[config.mk]
export PLATFORM = sky130hd
export DESIGN_NAME = branch_ctrl
export DESIGN_NICKNAME = d
export VERILOG_FILES = /design/src/rtl/branch_pkg.sv /design/src/rtl/bht_2bit.sv /design/src/rtl/branch_ctrl.sv
export SDC_FILE = /design/constraint.sdc
export NUM_CORES = 1
export LEC_CHECK = 0
export CAP_MARGIN = 20
export CORE_MARGIN = 8
export CORE_UTILIZATION = 43
export DETAILED_ROUTE_END_ITERATION = 8
export PLACE_DENSITY = 0.77
export SYNTH_ARGS = -nofsm -noshare
export SYNTH_HDL_FRONTEND = slang
export SYNTH_SLANG_ARGS = --single-unit
[constraint.sdc]
create_clock -name clk_i -period 2.6 [get_ports clk_i]
set_input_delay 0.26 -clock clk_i [delete_from_list [all_inputs] [get_ports clk_i]]
set_output_delay 0.26 -clock clk_i [all_outputs]
set_load 0.1 [all_outputs]
[src/rtl/branch_pkg.sv]
// Shared definitions for EX-stage branch resolution: funct3 codes, redirect select,
// recovery FSM states and branch outcome helpers.
package branch_pkg;

    localparam logic [2:0] F3_BEQ  = 3'b000;
    localparam logic [2:0] F3_BNE  = 3'b001;
    localparam logic [2:0] F3_BLT  = 3'b100;
    localparam logic [2:0] F3_BGE  = 3'b101;
    localparam logic [2:0] F3_BLTU = 3'b110;
    localparam logic [2:0] F3_BGEU = 3'b111;

    localparam logic [1:0] BHT_RST_VAL = 2'b01;

    typedef enum logic [1:0] {
        PC_SEL_KEEP   = 2'b00,
        PC_SEL_TARGET = 2'b01,
        PC_SEL_SEQ    = 2'b10
    } pc_sel_e;

    typedef enum logic {
        NORMAL  = 1'b0,
        RECOVER = 1'b1
    } state_e;

    // funct3 010/011 have no conditional-branch meaning
    function automatic logic f3_legal(input logic [2:0] f3);
        return f3[2:1] != 2'b01;
    endfunction

    function automatic logic br_taken(input logic [2:0] f3, input logic less, input logic equal);
        logic taken;
        taken = 1'b0;
        case (f3)
            F3_BEQ:           taken = equal;
            F3_BNE:           taken = ~equal;
            F3_BLT,  F3_BLTU: taken = less;
            F3_BGE,  F3_BGEU: taken = ~less;
            default:          taken = 1'b0;
        endcase
        return taken;
    endfunction

endpackage

[src/rtl/bht_2bit.sv]
// Branch history table of 2-bit saturating counters; combinational read for IF,
// clocked saturating update from EX. Reads return the pre-update value.
module bht_2bit
    import branch_pkg::*;
#(
    parameter int unsigned IDX_W = 4
) (
    input  logic             clk_i,
    input  logic             rst_ni,
    input  logic [IDX_W-1:0] rd_idx_i,
    output logic             rd_taken_o,
    input  logic             wr_en_i,
    input  logic [IDX_W-1:0] wr_idx_i,
    input  logic             wr_taken_i
);

    localparam int unsigned ENTRIES = 32'(1) << IDX_W;

    logic [1:0] r_cnt [ENTRIES];

    assign rd_taken_o = r_cnt[rd_idx_i][1];

    always_ff @(posedge clk_i or negedge rst_ni) begin
        if (!rst_ni) begin
            for (int i = 0; i < int'(ENTRIES); i++) begin
                r_cnt[i] <= BHT_RST_VAL;
            end
        end else if (wr_en_i) begin
            if (wr_taken_i && (r_cnt[wr_idx_i] != 2'b11)) begin
                r_cnt[wr_idx_i] <= r_cnt[wr_idx_i] + 2'(1);
            end else if (!wr_taken_i && (r_cnt[wr_idx_i] != 2'b00)) begin
                r_cnt[wr_idx_i] <= r_cnt[wr_idx_i] - 2'(1);
            end
        end
    end

endmodule

[src/rtl/branch_ctrl.sv]
// EX-stage branch resolution: outcome decode, mispredict redirect/flush with a
// one-cycle recovery state, BHT training and branch statistics.
module branch_ctrl
    import branch_pkg::*;
#(
    parameter int unsigned BHT_IDX_W = 4,
    parameter int unsigned CNT_W     = 32
) (
    input  logic             clk_i,
    input  logic             rst_ni,
    input  logic [31:0]      if_pc_i,
    output logic             if_pred_taken_o,
    input  logic             ex_valid_i,
    input  logic             ex_stall_i,
    input  logic             ex_is_br_i,
    input  logic             ex_is_jmp_i,
    input  logic [2:0]       ex_funct3_i,
    input  logic [31:0]      ex_pc_i,
    input  logic             ex_pred_taken_i,
    input  logic             br_less_i,
    input  logic             br_equal_i,
    output logic             br_unsigned_o,
    output logic [1:0]       pc_sel_o,
    output logic             flush_o,
    output logic [CNT_W-1:0] br_cnt_o,
    output logic [CNT_W-1:0] mispred_cnt_o
);

    state_e           r_state;
    state_e           w_state_nxt;
    pc_sel_e          w_pc_sel;
    logic             w_flush;
    logic             w_jmp;
    logic             w_br;
    logic             w_legal;
    logic             w_taken;
    logic             w_resolve;
    logic             w_mispredict;
    logic             w_bht_we;
    logic [CNT_W-1:0] r_br_cnt;
    logic [CNT_W-1:0] r_mispred_cnt;
    logic             w_unused;

    // Only the index bits of either PC feed the BHT
    assign w_unused = ^{if_pc_i[31:BHT_IDX_W+2], if_pc_i[1:0],
                        ex_pc_i[31:BHT_IDX_W+2], ex_pc_i[1:0]};

    assign br_unsigned_o = ex_funct3_i[1];

    // A combined branch+jump encoding is handled as a jump
    assign w_jmp        = ex_is_jmp_i;
    assign w_br         = ex_is_br_i & ~ex_is_jmp_i;
    assign w_legal      = f3_legal(ex_funct3_i);
    assign w_taken      = w_jmp | (w_br & br_taken(ex_funct3_i, br_less_i, br_equal_i));
    assign w_resolve    = rst_ni & ex_valid_i & ~ex_stall_i & (w_br | w_jmp) & (r_state == NORMAL);
    assign w_mispredict = w_resolve & (w_taken != ex_pred_taken_i);
    assign w_bht_we     = w_resolve & w_br & w_legal;

    bht_2bit #(
        .IDX_W (BHT_IDX_W)
    ) u_bht (
        .clk_i      (clk_i),
        .rst_ni     (rst_ni),
        .rd_idx_i   (if_pc_i[BHT_IDX_W+1:2]),
        .rd_taken_o (if_pred_taken_o),
        .wr_en_i    (w_bht_we),
        .wr_idx_i   (ex_pc_i[BHT_IDX_W+1:2]),
        .wr_taken_i (w_taken)
    );

    always_ff @(posedge clk_i or negedge rst_ni) begin
        if (!rst_ni) begin
            r_state <= NORMAL;
        end else begin
            r_state <= w_state_nxt;
        end
    end

    always_comb begin
        w_state_nxt = r_state;
        case (r_state)
            NORMAL:  if (w_mispredict) w_state_nxt = RECOVER;
            RECOVER: w_state_nxt = NORMAL;
            default: w_state_nxt = NORMAL;
        endcase
    end

    // Zero-latency redirect; resolve is already masked outside NORMAL
    always_comb begin
        w_flush  = 1'b0;
        w_pc_sel = PC_SEL_KEEP;
        if (w_mispredict) begin
            w_flush  = 1'b1;
            w_pc_sel = w_taken ? PC_SEL_TARGET : PC_SEL_SEQ;
        end
    end

    assign flush_o  = w_flush;
    assign pc_sel_o = w_pc_sel;

    always_ff @(posedge clk_i or negedge rst_ni) begin
        if (!rst_ni) begin
            r_br_cnt      <= '0;
            r_mispred_cnt <= '0;
        end else begin
            if (w_bht_we) begin
                r_br_cnt <= r_br_cnt + CNT_W'(1);
            end
            if (w_mispredict) begin
                r_mispred_cnt <= r_mispred_cnt + CNT_W'(1);
            end
        end
    end

    assign br_cnt_o      = r_br_cnt;
    assign mispred_cnt_o = r_mispred_cnt;

endmodule

==> results of run 1 <==
worst max-delay path, cell delays in order, from the launching register on:
cell and delay [ns]:
dfrtp_1 0.43, mux4_2 0.46, mux4_2 0.52, ha_4 0.21, nor4b_4 0.31, mux2i_4 0.19
nor3_4 0.22, mux2_1 0.34
placed cells by master (no fill, tap or decap), types with 6 or more instances in the layout:
cell and instances:
nor2_2 6, and2_1 8, mux4_2 15, xor2_1 10
xnor2_1 55, nand2_1 31, a21oi_2 8, buf_4 116
dfstp_2 16, and3_1 16, a2bb2oi_2 6, mux2_4 11
nor2_1 11, nand3_1 30, dfrtp_1 71, nand2_2 7
clkdlybuf4s50_1 16, clkbuf_16 9, dfrtp_2 10, nand4_1 21
per-layer routing:
metal | global-route usage | part of all wire | vias up
met2 | 0.292 | 0.52 | 96
met3 | 0.0363 | 0.052 | 18
met5 | 0 | 0 | -
li1 | - | - | 1786
met1 | 0.214 | 0.41 | 1958
met4 | 0.0807 | 0.021 | 0
cells by family (layout without fill, tap and decap cells):
family | after synthesis | after routing
compound gates | 29 | 29
flops | 97 | 97
fa+ha+maj | 4 | 4
xor+xnor | 65 | 65
mux | 38 | 38
buf+inv | 21 | 165
simple gates | 168 | 168
what timing repair did:
action	4_1_cts	5_1_grt
cloned	2	0
endpoints found under the setup margin	32	32
pin swaps	3	5
buffers inserted	5	8
gates resized for setup	21	42
stage by stage:
step	TNS (ns)	power (W)	instances	setup slack, ns	hold WS, ns
after floorplan	-1.32	0.00214	422	-0.197	-0.0356
after global placement	-19.86	0.00235	679	-0.709	0.445
after detailed placement	-21.39	0.00236	679	-0.781	0.456
after CTS	-1.89	0.00365	702	-0.110	0.0798
after global routing	-5.08	0.00377	709	-0.248	0.105
final	-2.69	0.00364	709	-0.202	0.0538
final timing paths:
| check | from | to | slack [ns] |
|---|---|---|---|
| setup / recovery | u_bht.r_cnt[27]$_DFFE_PN0P_ | u_bht.r_cnt[29]$_DFFE_PN0P_ | -0.20 |
| hold / removal | rst_ni | mispred_cnt_o[3]$_DFFE_PN0P_ | 0.05 |
| setup reg to reg | u_bht.r_cnt[27]$_DFFE_PN0P_ | u_bht.r_cnt[29]$_DFFE_PN0P_ | -0.20 |
| hold reg to reg | br_cnt_o[25]$_DFFE_PN0N_ | br_cnt_o[25]$_DFFE_PN0N_ | 0.48 |
| max in group asynchronous | rst_ni | u_bht.r_cnt[11]$_DFFE_PN0P_ | 1.45 |
| min in group clk_i | br_cnt_o[25]$_DFFE_PN0N_ | br_cnt_o[25]$_DFFE_PN0N_ | 0.48 |
power by group through the flow:
stage               Sequential (W)  Combinational [W]  Clock (W)
floorplan                  0.00195           0.000184          0
finish                     0.00164           0.000725    0.00127
CTS                        0.00164           0.000711    0.00130
global route               0.00165           0.000761    0.00136
detailed placement         0.00166           0.000695          0
global placement           0.00166           0.000684          0
final cells by class:
type,instances,area (µm²)
flip-flops and latches,97,2460
inverters,3,11.3
repair buffers,146,1250
clock inverters,5,30.0
well taps,143,179
clock buffers,11,253
fillers,897,4460
multi-input cells,304,2630
==> impl_metrics.py, run 1 <==
metrics = {
    "clocking": {
        "root_buffer": "clkbuf_16",
        "cts_tree": "yes",
        "cts.reportedPaths.clkPinSlew_ns": 0.06,
        "cts_sinks": 97,
        "cts-htree-levels": 3,
        "ctsHoldBuffers": 0,
        "clock_path_buffers": 2,
        "clk_latency_ns": 0.35,
        "numCtsBuffers": 9,
    },
    "sta": {
        "slew_headroom": 0.532,
        "clock_skew_ns": 0.00679,
        "hold_viol_final": 0,
        "drv_slew": 0,
        "finalCritPeriodShare": 1.08,
        "max_freq_ghz": 0.357,
        "fin_crit_ns": 2.80,
        "layout_setup_ws_ns": -0.202,
        "tightest_slew_ns": 0.701,
        "rsz0062_at_grt": "true",
        "setup-violations-final": 30,
    },
    "synthesis": {
        "synth_xor_area_frac": 0.116,
        "synth.yosys.warnings": 0,
        "async_reset_ff_frac": 1.00,
        "synth_seq_cells": 97,
        "netlist_area_mm2": 0.00489,
        "seq_area_frac_synth": 0.500,
        "synth-compound-area-share": 0.0376,
        "synth.avg_cell_area_um2": 11.6,
        "yosysUniqueCellTypes": 43,
        "synth_adder_area_share": 0.0102,
        "synth_simple_gate_area_frac": 0.192,
        "syn_nets": 502,
        "muxShareOfSynthArea": 0.121,
        "yosysTopAreaCellShare": 0.414,
        "yosys-top-cells-count": "81 x dfrtp_1, 55 x xnor2_1, 37 x nand2_1",
        "synth_edf_count": 0,
        "synthCells": 422,
        "synth_top_family_by_area": "simple AND/OR/NAND/NOR gates",
        "synth_most_common_cell": "dfrtp_1",
        "synth_top_flop_cell": "dfrtp_1",
        "yosys.area.top_type": "dfrtp_1",
        "synth.area.top_cells": "dfrtp_1 41%, xnor2_1 9.8%, dfstp_2 8.6%",
    },
    "power_and_ir_drop": {
        "p_leak_nw": 3.07,
        "power.density_mw_per_mm2": 535,
        "pwr-share-seq": 0.451,
        "ir_drop_v": 0.000358,
        "clockPowerShare": 0.350,
        "p_sw_frac": 0.316,
        "pwr-share-comb": 0.199,
        "p_switching_w": 0.00115,
        "p_int_w": 0.00249,
    },
    "placement": {
        "place_congestion": 0.858,
        "port_buffers": 88,
        "dp_hpwl_mm": 9.11,
        "placement.cell_area_mm2": 0.00615,
    },
    "finish": {
        "n_antenna_cell": 0,
        "drive_above_1_share": 0.451,
        "final_area_mm2": 0.00681,
        "final_util": 0.604,
        "syn_to_final_growth_pct": 39.3,
        "nNetsFinal": 641,
    },
    "global_routing": {
        "grt_max_degree": 50,
        "grt_pass1_wl_mm": 20.6,
        "grt_util_all_layers": 0.175,
        "antenna_found_initial": 0,
        "grt_overflow": 0,
        "grt_pass1_vias": 4070,
    },
    "drt": {
        "vias_per_cell": 5.44,
        "vias": 3858,
        "wl_per_cell_um": 18.7,
        "drc": 0,
        "dr.pass1.iters": 4,
        "postRouteWirelength_mm": 13.2,
        "ant_nets": 0,
        "drt-initial-drc-count": 305,
    },
    "worst_setup_path": {
        "cp-start-kind": "flop",
        "end_kind": "flop",
        "reg2reg_depth": 7,
        "critPathArrivalTime_ns": 3.03,
        "required_ns": 2.83,
        "worst-path-max-fanout": 5,
        "criticalPathCategory": "flop to flop",
    },
    "min_path": {
        "hold_class": "input port to asynchronous set/reset pin",
    },
    "floorplanning": {
        "rows": 39,
        "boundaryPins": 145,
        "core_area_mm2": 0.0113,
        "die_height_um": 123,
        "start_util": 0.434,
        "fp.dieW_um": 123,
        "dieArea_mm2": 0.0150,
    },
    "outcome": {
        "violations": "setup timing",
        "outcome": "finished, violations left",
    },
    "job": {
        "maxCapViolCount": 0,
    },
}
Power figures use the tool's default switching activity.
==> run 2, diff against run 1 <==
--- a/config.mk
+++ b/config.mk
@@ -7,9 +7,11 @@
 export LEC_CHECK = 0
 export CAP_MARGIN = 20
 export CORE_MARGIN = 8
-export CORE_UTILIZATION = 43
+export CORE_UTILIZATION = 44
+export CTS_BUF_LIST = sky130_fd_sc_hd__clkbuf_8
 export DETAILED_ROUTE_END_ITERATION = 8
-export PLACE_DENSITY = 0.77
+export PLACE_DENSITY = 0.78
+export SKIP_LAST_GASP = 1
 export SYNTH_ARGS = -nofsm -noshare
 export SYNTH_HDL_FRONTEND = slang
 export SYNTH_SLANG_ARGS = --single-unit
==> impl_metrics.py, run 2 (synthesis gave the netlist of run 1 again) <==
metrics = {
    "outcome": {
        "outcome": "finished, violations left",
        "violations": "setup timing",
    },
    "global_routing": {
        "grt_overflow": 0,
        "antenna_found_initial": 0,
        "grt_max_degree": 59,
        "grt_pass1_wl_mm": 20.5,
        "grt_pass1_vias": 4022,
        "grt_util_all_layers": 0.175,
    },
    "worst_setup_path": {
        "cp_cell_sequence": "mux4_2 -> mux4_2 -> ha_4 -> nand4b_1 -> mux2i_1 -> buf_4 -> nand2_2 -> mux2_4",
        "critPathArrivalTime_ns": 2.96,
        "cp_common_cell": "mux4_2",
        "worst-path-max-fanout": 6,
        "cp-start-kind": "flop",
        "end_kind": "flop",
        "slowest_stage": "mux4_2",
        "cpPeakStageDelay_ns": 0.54,
        "required_ns": 2.87,
        "criticalPathCategory": "flop to flop",
    },
    "sta": {
        "clock_skew_ns": 0.00911,
        "rsz0062_at_grt": "true",
        "layout_setup_ws_ns": -0.0887,
        "slew_headroom": 0.503,
        "tightest_slew_ns": 0.746,
        "finalCritPeriodShare": 1.03,
        "fin_crit_ns": 2.69,
        "max_freq_ghz": 0.372,
        "drv_slew": 0,
        "setup-violations-final": 19,
        "hold_viol_final": 0,
    },
    "power_and_ir_drop": {
        "total_power_w": 0.00346,
        "p_leak_nw": 2.99,
        "ir_drop_v": 0.000402,
        "power.density_mw_per_mm2": 525,
    },
    "finish": {
        "register_area_mm2": 0.00246,
        "syn_to_final_growth_pct": 34.8,
        "final_cell_mix": "111 x buf_4, 71 x dfrtp_1, 55 x xnor2_1, 33 x nand2_1, 30 x nand3_1",
        "final_common_cell": "buf_4",
        "drive_above_1_share": 0.405,
        "fillers": 891,
        "multi_input_area_mm2": 0.00251,
        "n_antenna_cell": 0,
        "final_util": 0.608,
        "nNetsFinal": 635,
    },
    "clocking": {
        "cts.reportedPaths.clkPinSlew_ns": 0.10,
        "cts_sinks": 97,
        "clk_latency_ns": 0.38,
        "root_buffer": "clkbuf_8",
        "numCtsBuffers": 9,
        "cts_tree": "yes",
        "cts-htree-levels": 3,
        "clock_path_buffers": 2,
    },
    "placement": {
        "place_congestion": 0.901,
        "dp_slack_ns": -0.790,
        "port_buffers": 88,
        "dp_hpwl_mm": 9.30,
    },
    "floorplanning": {
        "fp.dieW_um": 121,
        "rows": 38,
        "die_height_um": 121,
        "boundaryPins": 145,
        "core_area_mm2": 0.0108,
        "dieArea_mm2": 0.0147,
        "start_util": 0.451,
    },
    "job": {
        "maxCapViolCount": 0,
    },
    "drt": {
        "ant_nets": 0,
        "wl_per_cell_um": 17.7,
        "vias": 3821,
        "vias_per_cell": 5.46,
        "drt-initial-drc-count": 265,
        "dr.pass1.iters": 4,
        "drc": 0,
        "postRouteWirelength_mm": 12.4,
    },
    "min_path": {
        "hold_class": "flop to flop",
    },
}
-- run 2: cell types whose count changed in the layout (fill, tap and decap cells not counted), sizes merged --
cell and change:
clkdlybuf4s50 +1, clkdlybuf4s15 +1, clkinvlp -1, buf -8
clkinv -1, dlygate4sd3 +1, inv +2, dlygate4sd2 -1
bufinv +2, clkbuf -2
-- run 2: final timing paths --
path,startpoint,end,slack (ns),cells past startpoint
min reg2reg,br_cnt_o[31]$_DFFE_PN0N_,br_cnt_o[31]$_DFFE_PN0N_,0.48,1
max in group asynchronous,rst_ni,mispred_cnt_o[23]$_DFFE_PN0P_,0.95,4
max,u_bht.r_cnt[1]$_DFFE_PN0P_,u_bht.r_cnt[17]$_DFFE_PN0P_,-0.09,8
max reg2reg,u_bht.r_cnt[1]$_DFFE_PN0P_,u_bht.r_cnt[17]$_DFFE_PN0P_,-0.09,8
min,br_cnt_o[31]$_DFFE_PN0N_,br_cnt_o[31]$_DFFE_PN0N_,0.48,1
min in group asynchronous,rst_ni,mispred_cnt_o[21]$_DFFE_PN0P_,0.51,3
-- run 2: worst max-delay path, delay by kind of cell (launching register included) --
family	cells	cell delay [ns]
AND/OR/NAND/NOR	2	0.24
flip-flops	1	0.40
multiplexers	4	1.51
buffers and inverters	1	0.21
adder cells (fa/ha/maj)	1	0.21
-- run 2: layer usage --
layer	GRT usage	vias to the layer above	wire, µm
met2	0.285	94	6190
met5	0	-	0
met4	0.0563	0	184
met1	0.221	1931	5370
li1	-	1782	-
met3	0.0493	14	652
-- run 2: cell type report --
class,instances,share of cell area
inverters,3,0.00209
repair buffers,140,0.184
clock buffers,9,0.0188
flip-flops and latches,97,0.373
multi-input cells,304,0.380
clock inverters,7,0.0156
well taps,140,0.0266
-- run 2: what timing repair did --
action                     4_1_cts  5_1_grt
setup endpoints to repair       32       32
hold endpoints to repair        39        0
pin swaps                        6        5
hold buffers                     1        0
gates cloned                     1        0
buffers inserted                 2        3
gates resized for setup         15       15
-- run 2: through the flow --
| stage | std cells | instance area [µm²] | hold WS [ns] | setup TNS, ns |
|---|---|---|---|---|
| after floorplan | 422 | 5010 | -0.0356 | -1.32 |
| after global placement | 678 | 6180 | 0.401 | -17.48 |
| after detailed placement | 678 | 6180 | 0.408 | -19.50 |
| after CTS | 698 | 6510 | 0.484 | -0.592 |
| after global routing | 700 | 6590 | 0.516 | -3.60 |
| final | 700 | 6590 | 0.478 | -0.794 |
-- run 2: where the power goes --
group	internal [W]	switching [W]
clock network	0.000551	0.000561
logic	0.000212	0.000499
registers	0.00158	0.0000632
